### config.mk
export PLATFORM = sky130hd
export DESIGN_NAME = write_back_stage_flat
export DESIGN_NICKNAME = d
export VERILOG_FILES = /design/src/rtl/cpu_pkg.sv /design/src/rtl/write_back_stage_if.sv /design/src/rtl/write_back_stage_load_extend.sv /design/src/rtl/write_back_stage.sv /design/src/flat_wrapper.sv
export SDC_FILE = /design/constraint.sdc
export NUM_CORES = 1
export LEC_CHECK = 0
export ABC_CLOCK_PERIOD_IN_PS = 1430
export BUFFER_PORTS_ARGS = -buffer_cell sky130_fd_sc_hd__buf_2
export CORE_MARGIN = 1.5
export CORE_UTILIZATION = 39
export DETAILED_ROUTE_END_ITERATION = 10
export PLACE_DENSITY = 0.82
export SLEW_MARGIN = 20
export SYNTH_ARGS = -nofsm -noshare
export SYNTH_HDL_FRONTEND = slang
export SYNTH_SLANG_ARGS = --single-unit
### constraint.sdc
create_clock -name clk -period 1.43 [get_ports clk]
set_clock_uncertainty 0.05 [all_clocks]
set_input_delay 0.143 -clock clk [delete_from_list [all_inputs] [get_ports clk]]
set_output_delay 0.143 -clock clk [all_outputs]
set_load 0.02 [all_outputs]
### src/rtl/cpu_pkg.sv
// rtl/cpu_pkg.sv - shared CPU widths, zero-register index and load-size encodings
package cpu_pkg;
    localparam int DATA_W = 64;
    localparam int REG_AW = 5;
    localparam logic [REG_AW-1:0] ZERO_REG = 5'd31;

    typedef enum logic [1:0] {
        LS_BYTE  = 2'd0,
        LS_HALF  = 2'd1,
        LS_WORD  = 2'd2,
        LS_DWORD = 2'd3
    } load_size_t;
endpackage

### src/rtl/write_back_stage_if.sv
// rtl/write_back_stage_if.sv - MEM->WB inputs and register-file write port; WB_FWD_EN adds bypass signals
interface write_back_stage_if;
    import cpu_pkg::*;

    logic              valid_i;
    logic [REG_AW-1:0] dest_reg_i;
    logic [DATA_W-1:0] mem_data_i;
    logic [DATA_W-1:0] alu_result_i;
    logic              mem_to_reg_i;
    logic              reg_write_i;
    logic [1:0]        load_size_i;
    logic              load_signed_i;
    logic [DATA_W-1:0] wr_data_o;
    logic [REG_AW-1:0] wr_reg_o;
    logic              wr_en_o;
`ifdef WB_FWD_EN
    logic              fwd_en_o;
    logic [REG_AW-1:0] fwd_reg_o;
    logic [DATA_W-1:0] fwd_data_o;

    modport slave (
        input  valid_i, dest_reg_i, mem_data_i, alu_result_i,
        input  mem_to_reg_i, reg_write_i, load_size_i, load_signed_i,
        output wr_data_o, wr_reg_o, wr_en_o,
        output fwd_en_o, fwd_reg_o, fwd_data_o
    );
    modport master (
        output valid_i, dest_reg_i, mem_data_i, alu_result_i,
        output mem_to_reg_i, reg_write_i, load_size_i, load_signed_i,
        input  wr_data_o, wr_reg_o, wr_en_o,
        input  fwd_en_o, fwd_reg_o, fwd_data_o
    );
`else
    modport slave (
        input  valid_i, dest_reg_i, mem_data_i, alu_result_i,
        input  mem_to_reg_i, reg_write_i, load_size_i, load_signed_i,
        output wr_data_o, wr_reg_o, wr_en_o
    );
    modport master (
        output valid_i, dest_reg_i, mem_data_i, alu_result_i,
        output mem_to_reg_i, reg_write_i, load_size_i, load_signed_i,
        input  wr_data_o, wr_reg_o, wr_en_o
    );
`endif
endinterface

### src/rtl/write_back_stage_load_extend.sv
// rtl/write_back_stage_load_extend.sv - load_extend: size select and sign/zero extension of loaded data
module load_extend
    import cpu_pkg::*;
(
    input  logic [DATA_W-1:0] i_data,
    input  load_size_t        i_size,
    input  logic              i_signed,
    output logic [DATA_W-1:0] o_data
);
    logic w_fill;

    always_comb begin
        w_fill = 1'b0;
        o_data = i_data;
        case (i_size)
            LS_BYTE: begin
                w_fill = i_signed & i_data[7];
                o_data = {{(DATA_W-8){w_fill}}, i_data[7:0]};
            end
            LS_HALF: begin
                w_fill = i_signed & i_data[15];
                o_data = {{(DATA_W-16){w_fill}}, i_data[15:0]};
            end
            LS_WORD: begin
                w_fill = i_signed & i_data[31];
                o_data = {{(DATA_W-32){w_fill}}, i_data[31:0]};
            end
            default: o_data = i_data;
        endcase
    end
endmodule

### src/rtl/write_back_stage.sv
// rtl/write_back_stage.sv - WB stage: selects/extends commit data into a registered write port; WB_FWD_EN adds same-cycle bypass
module write_back_stage
    import cpu_pkg::*;
(
    input  logic                clk,
    input  logic                rst,
    write_back_stage_if.slave   bus
);
    logic [DATA_W-1:0] w_ext;
    logic [DATA_W-1:0] w_sel;
    logic              w_wr_en_next;

    logic [DATA_W-1:0] r_wr_data;
    logic [REG_AW-1:0] r_wr_reg;
    logic              r_wr_en;

    load_extend u_load_extend (
        .i_data   (bus.mem_data_i),
        .i_size   (load_size_t'(bus.load_size_i)),
        .i_signed (bus.load_signed_i),
        .o_data   (w_ext)
    );

    assign w_sel        = bus.mem_to_reg_i ? w_ext : bus.alu_result_i;
    assign w_wr_en_next = bus.valid_i & bus.reg_write_i & (bus.dest_reg_i != ZERO_REG);

    // Data and index follow the inputs even when no write happens; wr_en_o qualifies them.
    always_ff @(posedge clk) begin
        if (rst) begin
            r_wr_data <= '0;
            r_wr_reg  <= '0;
            r_wr_en   <= 1'b0;
        end else begin
            r_wr_data <= w_sel;
            r_wr_reg  <= bus.dest_reg_i;
            r_wr_en   <= w_wr_en_next;
        end
    end

    assign bus.wr_data_o = r_wr_data;
    assign bus.wr_reg_o  = r_wr_reg;
    assign bus.wr_en_o   = r_wr_en;

`ifdef WB_FWD_EN
    assign bus.fwd_en_o   = w_wr_en_next & ~rst;
    assign bus.fwd_reg_o  = bus.dest_reg_i;
    assign bus.fwd_data_o = w_sel;
`endif
endmodule

### src/flat_wrapper.sv
// flat-port wrapper written by rule: the top's interface ports become plain ports
module write_back_stage_flat import cpu_pkg::*;
  (clk, rst, bus_valid_i, bus_dest_reg_i, bus_mem_data_i, bus_alu_result_i, bus_mem_to_reg_i, bus_reg_write_i, bus_load_size_i, bus_load_signed_i, bus_wr_data_o, bus_wr_reg_o, bus_wr_en_o);
  write_back_stage_if bus_i ();
  input  logic clk;
  input  logic rst;
  input wire logic [$bits(bus_i.valid_i)-1:0] bus_valid_i;
  input wire logic [$bits(bus_i.dest_reg_i)-1:0] bus_dest_reg_i;
  input wire logic [$bits(bus_i.mem_data_i)-1:0] bus_mem_data_i;
  input wire logic [$bits(bus_i.alu_result_i)-1:0] bus_alu_result_i;
  input wire logic [$bits(bus_i.mem_to_reg_i)-1:0] bus_mem_to_reg_i;
  input wire logic [$bits(bus_i.reg_write_i)-1:0] bus_reg_write_i;
  input wire logic [$bits(bus_i.load_size_i)-1:0] bus_load_size_i;
  input wire logic [$bits(bus_i.load_signed_i)-1:0] bus_load_signed_i;
  output wire logic [$bits(bus_i.wr_data_o)-1:0] bus_wr_data_o;
  output wire logic [$bits(bus_i.wr_reg_o)-1:0] bus_wr_reg_o;
  output wire logic [$bits(bus_i.wr_en_o)-1:0] bus_wr_en_o;
  assign bus_i.valid_i = bus_valid_i;
  assign bus_i.dest_reg_i = bus_dest_reg_i;
  assign bus_i.mem_data_i = bus_mem_data_i;
  assign bus_i.alu_result_i = bus_alu_result_i;
  assign bus_i.mem_to_reg_i = bus_mem_to_reg_i;
  assign bus_i.reg_write_i = bus_reg_write_i;
  assign bus_i.load_size_i = bus_load_size_i;
  assign bus_i.load_signed_i = bus_load_signed_i;
  assign bus_wr_data_o = bus_i.wr_data_o;
  assign bus_wr_reg_o = bus_i.wr_reg_o;
  assign bus_wr_en_o = bus_i.wr_en_o;
  write_back_stage u_core (.clk(clk), .rst(rst), .bus(bus_i));
endmodule
==> results.md <==
- Delay of the slowest cell on the worst path: 570 ps
- Post-place setup slack: 18.5 ps
- Vias per cell: 4.88
- Clk slew on worst S/H paths: 70 ps
- Top post-synthesis cells by area: dfxtp_1 (53%), a211oi_1 (16%), nor2_1 (9.3%)
- Hold slack: 1.91 ps
- Initial antenna violation count: 1
- Largest delay share family, worst path: buffers and inverters
- Min-delay worst type: in -> reg
- Share of cells above drive strength 1: 43.9%
- Pin count of the biggest net entering global routing: 37
- H-tree Lvls: 3
- CP Launch Type: input pin
- TritonCTS clock tree: yes
- Initial Utilization: 40.9%
- Post-synth ARST share: 0%
- Total CTS buffers: 9
- Hold Vio Cnt, Final: 0
- #FFs+latches synth: 70
- Tmin final: 1350 ps
- Psw: 1300 uW
- # clock sinks: 70
- Setup Viol. Count Final: 0
- Setup Fix Bufs, Post-CTS: 0
- Cell count after synthesis: 298
- Crit Path Category: in -> reg
- Largest family of logic cells by synthesized area: simple AND/OR/NAND/NOR gates
- Levels on crit path: 5
- Fin crit share: 94.8%
- GRT Util Overall: 25.0%
- Synth Area in Compound Gates: 17.6%
- Placed instance count: 572
- Primary FF master, synth: dfxtp_1
- Worst vdd ir: 0.612 mV
- PwrDens: 1140 nW/um^2
- Count leader, synth: dfxtp_1
- Slew Viols, Final: 0
- Int Power: 3740 uW
- TritonRoute pass-1 iters: 7
- Leak pwr: 0.00224 uW
- Routed len/inst: 14.3 um
- Worst Path Max Fanout: 1
- CP Capture Point: u_core.bus.wr_data_o[5]
- Total gr overflow: 0
- Routability cong.: 0.815
- Yosys top cell by area: dfxtp_1
- CTS Buffer Depth: 2
- CP Data Required Time: 1600 ps
- Max cap viols: 0
- Most frequent cells after synthesis: dfxtp_1 (70), nor2_1 (65), a211oi_1 (57), nand2_1 (57), clkbuf_1 (12)
- RSZ-0062 raised after global routing: false
- Area grow syn2layout: 68.7%
- Dpl hpwl: 6080 um
- CP Cell Sequence: dlygate4sd3_1, buf_2, mux2i_1, dlygate4sd3_1, nor2_1
- Ports: 211
- Filler cells: 513
- Worst slew pin tran: 366 ps
- Die ar.: 7240 um^2
- Switch share: 25.8%
- Synth Area in XOR/XNOR: 0%
- Synth top area share: 53.3%
- First DRT Iteration DRCs: 122
- WP buf/inv: 3
- Via count: 3,083
- PnR worst setup slack: 75.0 ps
- Worst path slowest cell: dlygate4sd3_1
- Final nets: 689
- Drt drc: 17
- Slew headroom: 75.6%
- Routed Antenna Nets: 0
- Area share of fa/ha/maj cells after synthesis: 0%
- Simple-gate share of the synthesized area: 20.0%
- Crit path DAT: 1530 ps
- Mux cell area share after synthesis: 3.62%
- Sequential area share after synthesis: 53.3%
- Die X: 85.1 um
- Final WL: 9070 um
- Core Area: 6420 um^2
- Sequential Power Share: 42.2%
- Final cell count without fillers: 632
- Setup TNS: 0 ps
- Critical Path Source: bus_alu_result_i[5]
- Yosys cell types: 21
- Vias in the first global route: 3,086
- Crit-path most repeated cell: dlygate4sd3_1
- Die Y: 85.1 um
- Core Rows: 29
- Clock Power Share: 38.5%
- Comb pwr share: 19.3%
- IO Port Bufs: 210
- Syn Nets: 439
- Syn. warnings: 0
- Post-synth EDFFs: 0
- CTS Root Cell: clkbuf_8
- Failing checks: design-rule violations
- Status: finished, violations left
- Setup crit end kind: flip-flop
- First-pass GRT wire length: 14,200 um
- Post-Synthesis Cell Area: 2630 um^2
- Max Freq: 0.738 GHz
- Synth Area per Inst: 8.82 um^2
[placed cells by master (no fill, tap or decap), types with 2 or more instances in the layout]
master           n
a211oi_1        57
clkbuf_8        10
bufinv_16        3
clkinv_2         2
nand2_1         57
buf_12           2
buf_4           10
dlygate4sd3_1   42
diode_2          2
nor2_1          65
nor2b_1          6
dfxtp_1         70
mux2i_1          8
buf_2          210
[worst min path at each step]
stage / cells past startpoint / startpoint / slack (ps) / endpoint
floorplan: 1 / bus_dest_reg_i[0] / 190 / u_core.bus.wr_en_o
global placement: 2 / bus_dest_reg_i[0] / 290 / u_core.bus.wr_en_o
detailed placement: 2 / bus_dest_reg_i[0] / 300 / u_core.bus.wr_en_o
CTS: 3 / bus_mem_data_i[60] / 0.02 / u_core.bus.wr_data_o[60]
global route: 3 / bus_mem_data_i[9] / 3 / u_core.bus.wr_data_o[9]
finish: 3 / bus_mem_data_i[6] / 2 / u_core.bus.wr_data_o[6]
[power groups by stage]
stage / registers (uW) / clock network, uW / logic [uW]
floorplan: 2350 / 0 / 283
global placement: 2160 / 0 / 853
detailed placement: 2170 / 0 / 870
CTS: 2120 / 1970 / 964
global route: 2130 / 2070 / 1050
finish: 2120 / 1940 / 973
[what timing repair did]
| item | CTS | global route |
|---|---|---|
| hold endpoints to repair | 37 | 1 |
| resized for setup | 0 | 1 |
| hold buffers | 42 | 1 |
| endpoints found under the setup margin | 0 | 2 |
[flip-flops by register name (all words and copies together) (netlist names)]
register / count
u_core.bus.wr_data_o: 64
u_core.bus.wr_reg_o: 5
u_core.bus.wr_en_o: 1
[cell type report]
cell class / count / area (um^2) / area share, %
Sequential cell: 70 / 1400 / 31.6
Timing Repair Buffer: 265 / 1600 / 36.0
Multi-Input combinational cell: 201 / 1080 / 24.5
Clock inverter: 6 / 109 / 2.45
Clock buffer: 10 / 138 / 3.10
Tap cell: 77 / 96.3 / 2.17
Antenna cell: 2 / 5.00 / 0.113
Inverter: 1 / 3.75 / 0.0846
[routing by layer]
| layer | wire, um | vias up | part of all wire [%] | GRT usage [%] |
|---|---|---|---|---|
| met5 | 0 | - | 0 | 0 |
| met4 | 289 | 0 | 3.2 | 12.4 |
| met3 | 752 | 28 | 8.3 | 6.13 |
| met2 | 4690 | 155 | 52 | 46.0 |
| met1 | 3340 | 1393 | 37 | 26.4 |
| li1 | - | 1507 | - | - |
[cells by family (layout without fill, tap and decap cells)]
kind of cell	after synthesis	after routing
AO/OA/AOI/OAI	60	60
buffers and inverters	27	282
flip-flops	70	70
multiplexers	9	9
other	0	2
AND/OR/NAND/NOR	132	132
[per-stage QoR]
step	power [uW]	util (%)	cell area, um^2
floorplan	2630	-	2630
global placement	3020	58.5	3760
detailed placement	3040	58.5	3760
CTS	5060	68.9	4430
global route	5260	69.1	4440
finish	5040	69.1	4440
Note: power is estimated with default switching activity, not from simulation.
